$ cat src/rtl/div_pkg.sv
// Shared types and sizing for the sequential restoring divider.
package div_pkg;
    localparam int DIV_N     = 4;
    localparam int DIV_CNT_W = $clog2(DIV_N);

    typedef enum logic [1:0] {
        IDLE = 2'd0,
        ITER = 2'd1,
        DONE = 2'd2
    } div_state_e;

    // Keeps the counter at least one bit wide when N is 1.
    function automatic int cnt_width(input int n);
        return (n > 1) ? $clog2(n) : 1;
    endfunction
endpackage

$ cat src/rtl/seq_divider_if.sv
// Operand/result bus of the divider; same start/ready handshake as the multiplier.
interface seq_divider_if import div_pkg::*; #(
    parameter int N = DIV_N
);
    logic           start;
    logic [2*N-1:0] dividendBus;
    logic [N-1:0]   divisorBus;
    logic           ready;
    logic           done;
    logic [N-1:0]   quotBus;
    logic [N-1:0]   remBus;
    logic           ovf;

    modport master (
        output start, dividendBus, divisorBus,
        input  ready, done, quotBus, remBus, ovf
    );
    modport slave (
        input  start, dividendBus, divisorBus,
        output ready, done, quotBus, remBus, ovf
    );
endinterface

$ cat src/rtl/div_step.sv
// One restoring shift-subtract step: shift {R,Q} left, trial-subtract D, keep or restore.
module div_step import div_pkg::*; #(
    parameter int N = DIV_N
) (
    input  logic [N:0]   r,
    input  logic [N-1:0] q,
    input  logic [N-1:0] d,
    output logic [N:0]   r_next,
    output logic [N-1:0] q_next,
    output logic         ge
);
    logic [N+1:0] r_sh;
    logic [N:0]   t;

    // Full-width compare so an out-of-range remainder still gives a deterministic result.
    assign r_sh   = {r, q[N-1]};
    assign t      = r_sh[N:0] - {1'b0, d};
    assign ge     = (r_sh >= {2'b00, d});
    assign r_next = ge ? t : r_sh[N:0];

    always_comb begin
        q_next    = q << 1;
        q_next[0] = ge;
    end
endmodule

$ cat src/rtl/seq_divider.sv
// Sequential restoring divider: 2N/N -> N-bit quotient and remainder, one quotient bit per clock.
// Optional DIV_OVF_CHECK_EN: flag quotient overflow / divide-by-zero at accept and skip iteration.
module seq_divider import div_pkg::*; #(
    parameter int N = DIV_N
) (
    input  logic          clk,
    input  logic          rst_n,
    seq_divider_if.slave  bus
);
    localparam int CW = cnt_width(N);

    div_state_e    state_q, state_d;
    logic [N:0]    racc_q, racc_d;
    logic [N-1:0]  qacc_q, qacc_d;
    logic [N-1:0]  dvs_q, dvs_d;
    logic [CW-1:0] cnt_q, cnt_d;
    logic [N-1:0]  quot_q, quot_d;
    logic [N-1:0]  rem_q, rem_d;
    logic          ovf_q, ovf_d;

    logic          accept;
    logic          ovf_hit;
    logic [N:0]    step_r;
    logic [N-1:0]  step_q;
    logic          step_ge_unused;

    assign accept = (state_q == IDLE) && bus.start;

`ifdef DIV_OVF_CHECK_EN
    assign ovf_hit = (bus.dividendBus[2*N-1:N] >= bus.divisorBus);
`else
    assign ovf_hit = 1'b0;
`endif

    div_step #(.N(N)) u_step (
        .r      (racc_q),
        .q      (qacc_q),
        .d      (dvs_q),
        .r_next (step_r),
        .q_next (step_q),
        .ge     (step_ge_unused)
    );

    always_ff @(posedge clk or negedge rst_n) begin
        if (!rst_n) begin
            state_q <= IDLE;
            racc_q  <= '0;
            qacc_q  <= '0;
            dvs_q   <= '0;
            cnt_q   <= '0;
            quot_q  <= '0;
            rem_q   <= '0;
            ovf_q   <= 1'b0;
        end else begin
            state_q <= state_d;
            racc_q  <= racc_d;
            qacc_q  <= qacc_d;
            dvs_q   <= dvs_d;
            cnt_q   <= cnt_d;
            quot_q  <= quot_d;
            rem_q   <= rem_d;
            ovf_q   <= ovf_d;
        end
    end

    always_comb begin
        state_d = state_q;
        unique case (state_q)
            IDLE:    if (bus.start) state_d = ovf_hit ? DONE : ITER;
            ITER:    if (cnt_q == '0) state_d = DONE;
            DONE:    state_d = IDLE;
            default: state_d = IDLE;
        endcase
    end

    // Results are loaded on the edge entering DONE so they are valid alongside done.
    always_comb begin
        racc_d = racc_q;
        qacc_d = qacc_q;
        dvs_d  = dvs_q;
        cnt_d  = cnt_q;
        quot_d = quot_q;
        rem_d  = rem_q;
        ovf_d  = ovf_q;
        if (accept) begin
            racc_d = {1'b0, bus.dividendBus[2*N-1:N]};
            qacc_d = bus.dividendBus[N-1:0];
            dvs_d  = bus.divisorBus;
            cnt_d  = CW'(N-1);
            ovf_d  = ovf_hit;
            if (ovf_hit) begin
                quot_d = '1;
                rem_d  = '0;
            end
        end else if (state_q == ITER) begin
            racc_d = step_r;
            qacc_d = step_q;
            cnt_d  = cnt_q - CW'(1);
            if (cnt_q == '0) begin
                quot_d = step_q;
                rem_d  = step_r[N-1:0];
            end
        end
    end

    always_comb begin
        bus.ready = (state_q == IDLE);
        bus.done  = (state_q == DONE);
    end

    assign bus.quotBus = quot_q;
    assign bus.remBus  = rem_q;
    assign bus.ovf     = ovf_q;
endmodule

$ cat src/flat_wrapper.sv
// flat-port wrapper written by rule: the top's interface ports become plain ports
module seq_divider_flat import div_pkg::*;
#(
    parameter int N = DIV_N
)
  (clk, rst_n, bus_start, bus_dividendBus, bus_divisorBus, bus_ready, bus_done, bus_quotBus, bus_remBus, bus_ovf);
  seq_divider_if #(.N(N)) bus_i ();
  input  logic clk;
  input  logic rst_n;
  input wire logic [$bits(bus_i.start)-1:0] bus_start;
  input wire logic [$bits(bus_i.dividendBus)-1:0] bus_dividendBus;
  input wire logic [$bits(bus_i.divisorBus)-1:0] bus_divisorBus;
  output wire logic [$bits(bus_i.ready)-1:0] bus_ready;
  output wire logic [$bits(bus_i.done)-1:0] bus_done;
  output wire logic [$bits(bus_i.quotBus)-1:0] bus_quotBus;
  output wire logic [$bits(bus_i.remBus)-1:0] bus_remBus;
  output wire logic [$bits(bus_i.ovf)-1:0] bus_ovf;
  assign bus_i.start = bus_start;
  assign bus_i.dividendBus = bus_dividendBus;
  assign bus_i.divisorBus = bus_divisorBus;
  assign bus_ready = bus_i.ready;
  assign bus_done = bus_i.done;
  assign bus_quotBus = bus_i.quotBus;
  assign bus_remBus = bus_i.remBus;
  assign bus_ovf = bus_i.ovf;
  seq_divider #(.N(N)) u_core (.clk(clk), .rst_n(rst_n), .bus(bus_i));
endmodule
$ cat config.mk
export PLATFORM = sky130hd
export DESIGN_NAME = seq_divider_flat
export DESIGN_NICKNAME = d
export VERILOG_FILES = /design/src/rtl/div_pkg.sv /design/src/rtl/seq_divider_if.sv /design/src/rtl/div_step.sv /design/src/rtl/seq_divider.sv /design/src/flat_wrapper.sv
export SDC_FILE = /design/constraint.sdc
export NUM_CORES = 1
export LEC_CHECK = 0
export BUFFER_PORTS_ARGS = -buffer_cell sky130_fd_sc_hd__clkbuf_2
export CORE_MARGIN = 4
export CORE_UTILIZATION = 53
export CTS_CLUSTER_SIZE = 25
export DETAILED_ROUTE_END_ITERATION = 16
export PLACE_DENSITY = 0.79
export SETUP_SLACK_MARGIN = 0.1
export SYNTH_ARGS = -nofsm -noshare
export SYNTH_HDL_FRONTEND = slang
export SYNTH_SLANG_ARGS = --single-unit
$ cat constraint.sdc
create_clock -name clk -period 2.45 [get_ports clk]
set_clock_uncertainty 0.05 [all_clocks]
set_input_delay 0.1225 -clock clk [delete_from_list [all_inputs] [get_ports clk]]
set_output_delay 0.1225 -clock clk [all_outputs]
set_load 0.005 [all_outputs]
# == After elaboration in Yosys (flattened, before gate mapping) ==
# Index checks and enable logic that the tools add are counted.
# word_totals
output_inout_bits,11
ff_bits,25
in_bits,15
wordCells,31
# op_classes
add_sub_neg,2
n_lt_le_gt_ge,1
n_eq_ne,4
n_bitwise,1
n_mux,10
n_reduce_logical,6
# op_table
cell,n
5-bit 2-to-1 mux,3
2-bit 2-to-1 mux,4
4-bit 2-to-1 mux,2
6-bit by 4-bit greater-or-equal comparator with 1-bit output,1
5-bit by 4-bit subtractor with 5-bit output,1
2-bit zero test,2
"2-bit != test, second input constant",2
2-bit case mux with 2 select lines,1
3-bit AND reduction,1
"2-bit by 1-bit equality test with 1-bit output, second input constant",1
"2-bit equality test, second input constant",1
2-bit AND reduction,1
2-bit nonzero test,1
"2-bit by 1-bit subtractor with 2-bit output, second input constant",1
1-bit logical AND,1
1-bit inverter,1

# == Depth between registers and ports, before layout ==
# depth
ltp_word,4
depth_mapped,9
mapped_depth_nobuf,8

# == Cells and area by module ==
# From an unflattened synthesis, not the netlist that was laid out.
# unflattened
cells_unflattened,127
area_unflattened_um2,1415.1
# by_module_without_submodules
module,n_inst,cells_each,seq_area_each_um2,area_each_um2
seq_divider,1,94,625.6,1151.1
div_step,1,33,0.0,264.0

# == Worst setup path after synthesis ==
# OpenSTA, ideal clock, no wires.
# synth_path
kind,register to register
from,register u_core.qacc_q[3]
to,register u_core.racc_q[4]
arrival_time_ns,1.670
required_ns,2.323
stages_incl_launch_ff,9
slack_ns,0.653
setup_time_ns,0.077
n_path_buf,0
synth_period_minus_slack_ns,1.797
cell_sequence,dfrtp_1 -> inv_1 -> ha_1 -> inv_1 -> fa_1 -> nand3_1 -> nand2_1 -> or3_1 -> a21oi_1
# synth_between
elab_chain_cells,4
word_cells_on_any_way,5
classes_between,add/sub (1); order compare (1); mux (3)
# synth_lines
element,line_no,rtl
from (decl),seq_divider.sv:14,"logic [N-1:0] qacc_q, qacc_d;"
from (signal assigned),seq_divider.sv:57,qacc_q <= qacc_d;
5-bit by 4-bit subtractor with 5-bit output / 6-bit by 4-bit greater-or-equal comparator with 1-bit output (equally long branches),"div_step.sv:17, div_step.sv:18",
5-bit 2-to-1 mux (*),div_step.sv:19,assign r_next = ge ? t : r_sh[N:0];
5-bit 2-to-1 mux (*),seq_divider.sv:95,end else if (state_q == ITER) begin
5-bit 2-to-1 mux (*),seq_divider.sv:85,if (accept) begin
to (signal assigned),seq_divider.sv:56,racc_q <= racc_d;
to (decl),seq_divider.sv:13,"logic [N:0] racc_q, racc_d;"
# Every way passes the cells marked *; elsewhere a longest branch is shown, timed or not. The select of a mux whose other input is x is not followed.
# A chain may end at the register's enable or synchronous reset.

# == Final worst setup path ==
# layout_path
from,register u_core.qacc_q[3]
to,register u_core.rem_q[2] (netlist: u_core.bus.remBus[2])
# layout_between
elab_chain_cells,2
word_cells_on_any_way,3
classes_between,add/sub (1); order compare (1); mux (1)
# layout_lines
element,line_no,rtl
5-bit by 4-bit subtractor with 5-bit output / 6-bit by 4-bit greater-or-equal comparator with 1-bit output (equally long branches),"div_step.sv:17, div_step.sv:18",
5-bit 2-to-1 mux (*),div_step.sv:19,
to (signal assigned),seq_divider.sv:61,rem_q <= rem_d;
to (decl),seq_divider.sv:18,"logic [N-1:0] rem_q, rem_d;"
# Every way passes the cells marked *; elsewhere a longest branch is shown, timed or not.

==> metrics.txt <==
# TYPE chip_impl_metric gauge
chip_impl_metric{name="floorplan.rows",unit=""} 17
chip_impl_metric{name="drt_pass1_iterations",unit=""} 4
chip_impl_metric{name="worstPathMaxFanout",unit=""} 8
chip_impl_metric{name="initial_core_util",unit="%"} 56.8
chip_impl_metric{name="total_leakage_power",unit="nW"} 0.767
chip_impl_metric{name="dp_hpwl",unit="um"} 2170
chip_impl_metric{name="power_density",unit="nW/um^2"} 1440
chip_impl_metric{name="maxSlewHeadroom",unit="%"} 53.3
chip_impl_metric{name="drt-vias-per-instance",unit=""} 5.61
chip_impl_metric{name="finalCoreUtilization",unit="%"} 69.0
chip_impl_metric{name="async_reset_ff_share",unit="%"} 100
chip_impl_info{name="cts_tree",value="built"} 1
chip_impl_metric{name="first_global_vias",unit=""} 1136
chip_impl_metric{name="finalSetupViolCount",unit=""} 0
chip_impl_metric{name="grt_use_total",unit="%"} 20.4
chip_impl_metric{name="post_synth_inst_count",unit=""} 138
chip_impl_info{name="rsz0062_at_grt",value="false"} 1
chip_impl_metric{name="timing.reg2reg.worst_path_depth",unit=""} 8
chip_impl_info{name="ys.flop_type",value="dfrtp_1"} 1
chip_impl_info{name="yosysTopAreaCell",value="dfrtp_1"} 1
chip_impl_metric{name="multi_input_area",unit="sq um"} 582
chip_impl_metric{name="timing.fmax",unit="MHz"} 475
chip_impl_metric{name="post_cts_resized",unit=""} 0
chip_impl_metric{name="synthXorXnorAreaFrac",unit="%"} 1.37
chip_impl_metric{name="post_layout_nonfiller_instances",unit=""} 201
chip_impl_info{name="startpoint_type",value="flip-flop"} 1
chip_impl_metric{name="postRouteAntennaNets",unit=""} 0
chip_impl_metric{name="fp.dieW",unit="um"} 57.1
chip_impl_info{name="worst_hold_path_type",value="primary input to flip-flop"} 1
chip_impl_info{name="worst_setup_path_end_kind",value="flip-flop"} 1
chip_impl_metric{name="final_hold_viol_count",unit=""} 0
chip_impl_metric{name="layout_setup_ws",unit="ns"} 0.346
chip_impl_metric{name="vias",unit=""} 1127
chip_impl_metric{name="setup.reg_to_reg.worst_slack",unit="ns"} 0.35
chip_impl_metric{name="syn-cell-area",unit="sq um"} 1280
chip_impl_metric{name="post_detailed_route_drc_marker_count",unit=""} 0
chip_impl_metric{name="clock_latency",unit="ns"} 0.33
chip_impl_info{name="run_status",value="finished clean"} 1
chip_impl_info{name="critical_path.endpoint",value="u_core.bus.remBus[2]$_DFFE_PN0P_"} 1
chip_impl_metric{name="synth_top_cell_area_share",unit="%"} 48.9
chip_impl_metric{name="postSynthNetCount",unit=""} 159
chip_impl_metric{name="die_h",unit="um"} 57.1
chip_impl_info{name="netlist_top_cells_area",value="dfrtp_1, nand2_1, ha_1"} 1
chip_impl_metric{name="grt_pass1_wl",unit="um"} 5180
chip_impl_metric{name="timing.critical_path.arrival",unit="ns"} 2.30
chip_impl_info{name="timing.critical_path.from",value="u_core.qacc_q[3]$_DFFE_PN0P_"} 1
chip_impl_info{name="cts_root_buf",value="clkbuf_4"} 1
chip_impl_metric{name="area_growth",unit="%"} 21.5
chip_impl_metric{name="final_layout_size_suffix_gt1_share",unit="%"} 19.1
chip_impl_metric{name="floorplan.io_pins",unit=""} 26
chip_impl_metric{name="gr-total-overflow",unit=""} 0
chip_impl_metric{name="synth-adder-area-share",unit="%"} 6.45
chip_impl_metric{name="synth-compound-area-share",unit="%"} 17.6
chip_impl_metric{name="grt_antenna_before_repair",unit=""} 0
chip_impl_metric{name="dpl.cell_count",unit=""} 185
chip_impl_metric{name="hold-worst-slack",unit="ns"} 0.0531
chip_impl_metric{name="fin_total_pwr",unit="mW"} 2.23
chip_impl_metric{name="fin_tns_setup",unit="ns"} 0
chip_impl_metric{name="clk_transition_reported_paths",unit="ns"} 0.14
chip_impl_metric{name="stdcell_area",unit="sq um"} 1560
chip_impl_metric{name="synth-edff-count",unit=""} 0
chip_impl_metric{name="number_of_fillers_in_the_final_layout",unit=""} 191
chip_impl_metric{name="grt_start_max_net_pins",unit=""} 26
chip_impl_info{name="r2r-start",value="u_core.qacc_q[3]$_DFFE_PN0P_"} 1
chip_impl_metric{name="synth_simple_gate_area_share",unit="%"} 19.7
chip_impl_metric{name="clock_sink_count",unit=""} 25
chip_impl_metric{name="portion_of_the_clock_cycle_consumed_by_the_worst_path_in_the_final_layout",unit="%"} 85.9
chip_impl_metric{name="yosys.cell_types.count",unit=""} 35
chip_impl_metric{name="fraction_of_the_yosys_area_taken_by_sequential_cells",unit="%"} 48.9
chip_impl_metric{name="coreArea",unit="sq um"} 2250
chip_impl_metric{name="tightest_slew",unit="ns"} 0.699
chip_impl_metric{name="number_of_warnings_reported_in_the_yosys_synthesis_log",unit=""} 0
chip_impl_info{name="synth_cell_count_leaders",value="nand2_1, dfrtp_1, o21ai_0"} 1
chip_impl_metric{name="syn-mean-instance-area",unit="sq um"} 9.28
chip_impl_metric{name="route.detailed.wl_per_inst",unit="um"} 15.3
chip_impl_metric{name="gp_congestion",unit=""} 0.843
chip_impl_metric{name="drt_iter0_markers",unit=""} 45
chip_impl_metric{name="h_tree_depth",unit=""} 1
chip_impl_metric{name="dpl_worst_slack",unit="ns"} 0.417
chip_impl_metric{name="cts.path.max_buffers",unit=""} 2
chip_impl_metric{name="cts_inserted_buffers",unit=""} 3
chip_impl_metric{name="overall_die_area",unit="sq um"} 3270
chip_impl_info{name="timing.setup.critical_path_class",value="flip-flop to flip-flop"} 1
chip_impl_info{name="synth_top_family_by_area",value="simple AND/OR/NAND/NOR gates"} 1
chip_impl_metric{name="post_synth_mux_area_share",unit="%"} 0
chip_impl_metric{name="cp_data_required_time",unit="ns"} 2.64
chip_impl_metric{name="portBuffers",unit=""} 24
chip_impl_metric{name="placed_cell_area",unit="sq um"} 1410
chip_impl_metric{name="antennaDiodeCount",unit=""} 0
chip_impl_metric{name="drt_wl_total",unit="um"} 3070
chip_impl_metric{name="ys_ff_latch",unit=""} 25
chip_impl_metric{name="ir_drop",unit="uV"} 901
chip_impl_metric{name="number_of_violations_of_the_max_capacitance_limit",unit=""} 0
chip_impl_info{name="crit-reg2reg-capture",value="u_core.bus.remBus[2]$_DFFE_PN0P_"} 1
chip_impl_info{name="synth.most_common_cell",value="nand2_1"} 1
chip_impl_metric{name="final.min_clock_period",unit="ns"} 2.10
chip_impl_metric{name="slew_violations",unit=""} 0
chip_impl_metric{name="design.final.nets",unit=""} 195
chip_impl_metric{name="final-seq-area",unit="sq um"} 626
-- layer usage --
metal	track usage, %	share of wire, %
met5	0	0
met4	7.62	1.8
met3	2.04	6.3
met2	33.6	48
met1	27.8	44
-- cell families (layout without fill, tap and decap cells) --
logic type,after synthesis,in the layout
xor+xnor,2,2
simple gates,54,54
fa+ha+maj,6,6
compound gates,35,35
other cells,1,1
buf+inv,15,50
flops,25,25
-- critical path: stages (launching register included) --
cell     delay, ns
dfrtp_1       0.47
inv_1         0.08
ha_1          0.16
inv_1         0.06
fa_1          0.40
nand3_1       0.12
and2_1        0.28
a21oi_1       0.14
o31ai_1       0.25
-- worst min-delay path by stage --
stage          startpoint                                 to  slack, ns  depth (start not counted)
6_report        bus_start      u_core.state_q[0]$_DFFE_PN0P_       0.05                          3
5_1_grt         bus_start      u_core.state_q[0]$_DFFE_PN0P_       0.09                          3
4_1_cts         bus_start      u_core.state_q[0]$_DFFE_PN0P_       0.05                          3
3_5_place_dp        rst_n        u_core.dvs_q[0]$_DFFE_PN0P_       0.11                          1
3_3_place_gp        rst_n        u_core.dvs_q[0]$_DFFE_PN0P_       0.11                          1
2_1_floorplan       rst_n  u_core.bus.quotBus[0]$_DFFE_PN0P_      -0.22                          0
-- state kept, by name, summed over array words and instances, names as in the netlist --
register            cells
u_core.bus.quotBus      4
u_core.bus.remBus       4
u_core.cnt_q            2
u_core.dvs_q            4
u_core.qacc_q           4
u_core.racc_q           5
u_core.state_q          2
-- placed cells by master (no fill, tap or decap), drive strengths merged, types with 2 or more instances in the layout --
cell type	netlist	final
nand3	5	5
o21ai	10	10
ha	5	5
buf	6	2
o31ai	4	4
a22oi	7	7
dlygate4sd3	0	12
inv	8	8
clkbuf	1	27
a21oi	7	7
nor2b	2	2
and2	2	2
nor2	6	6
nand2	29	29
dfrtp	25	25
nand4	4	4
-- final cells by class --
class | count | area share, %
clock buffer | 3 | 1.45
inverter | 8 | 1.93
tap | 28 | 2.25
clock inverter | 1 | 0.322
sequential | 25 | 40.2
timing repair buffer | 38 | 16.4
multi-input combinational | 98 | 37.4
-- repair_timing --
item                                   CTS  global route
endpoints found under the hold margin   36             0
buffers inserted                         0             0
hold buffers                            12             0
-- where the power goes --
group	leakage, nW	internal (mW)	switching, mW
registers	0.303	0.624	0.151
clock network	0.0177	0.0615	0.131
logic	0.447	0.495	0.770
No activity file was read; power rests on OpenSTA's default activity.
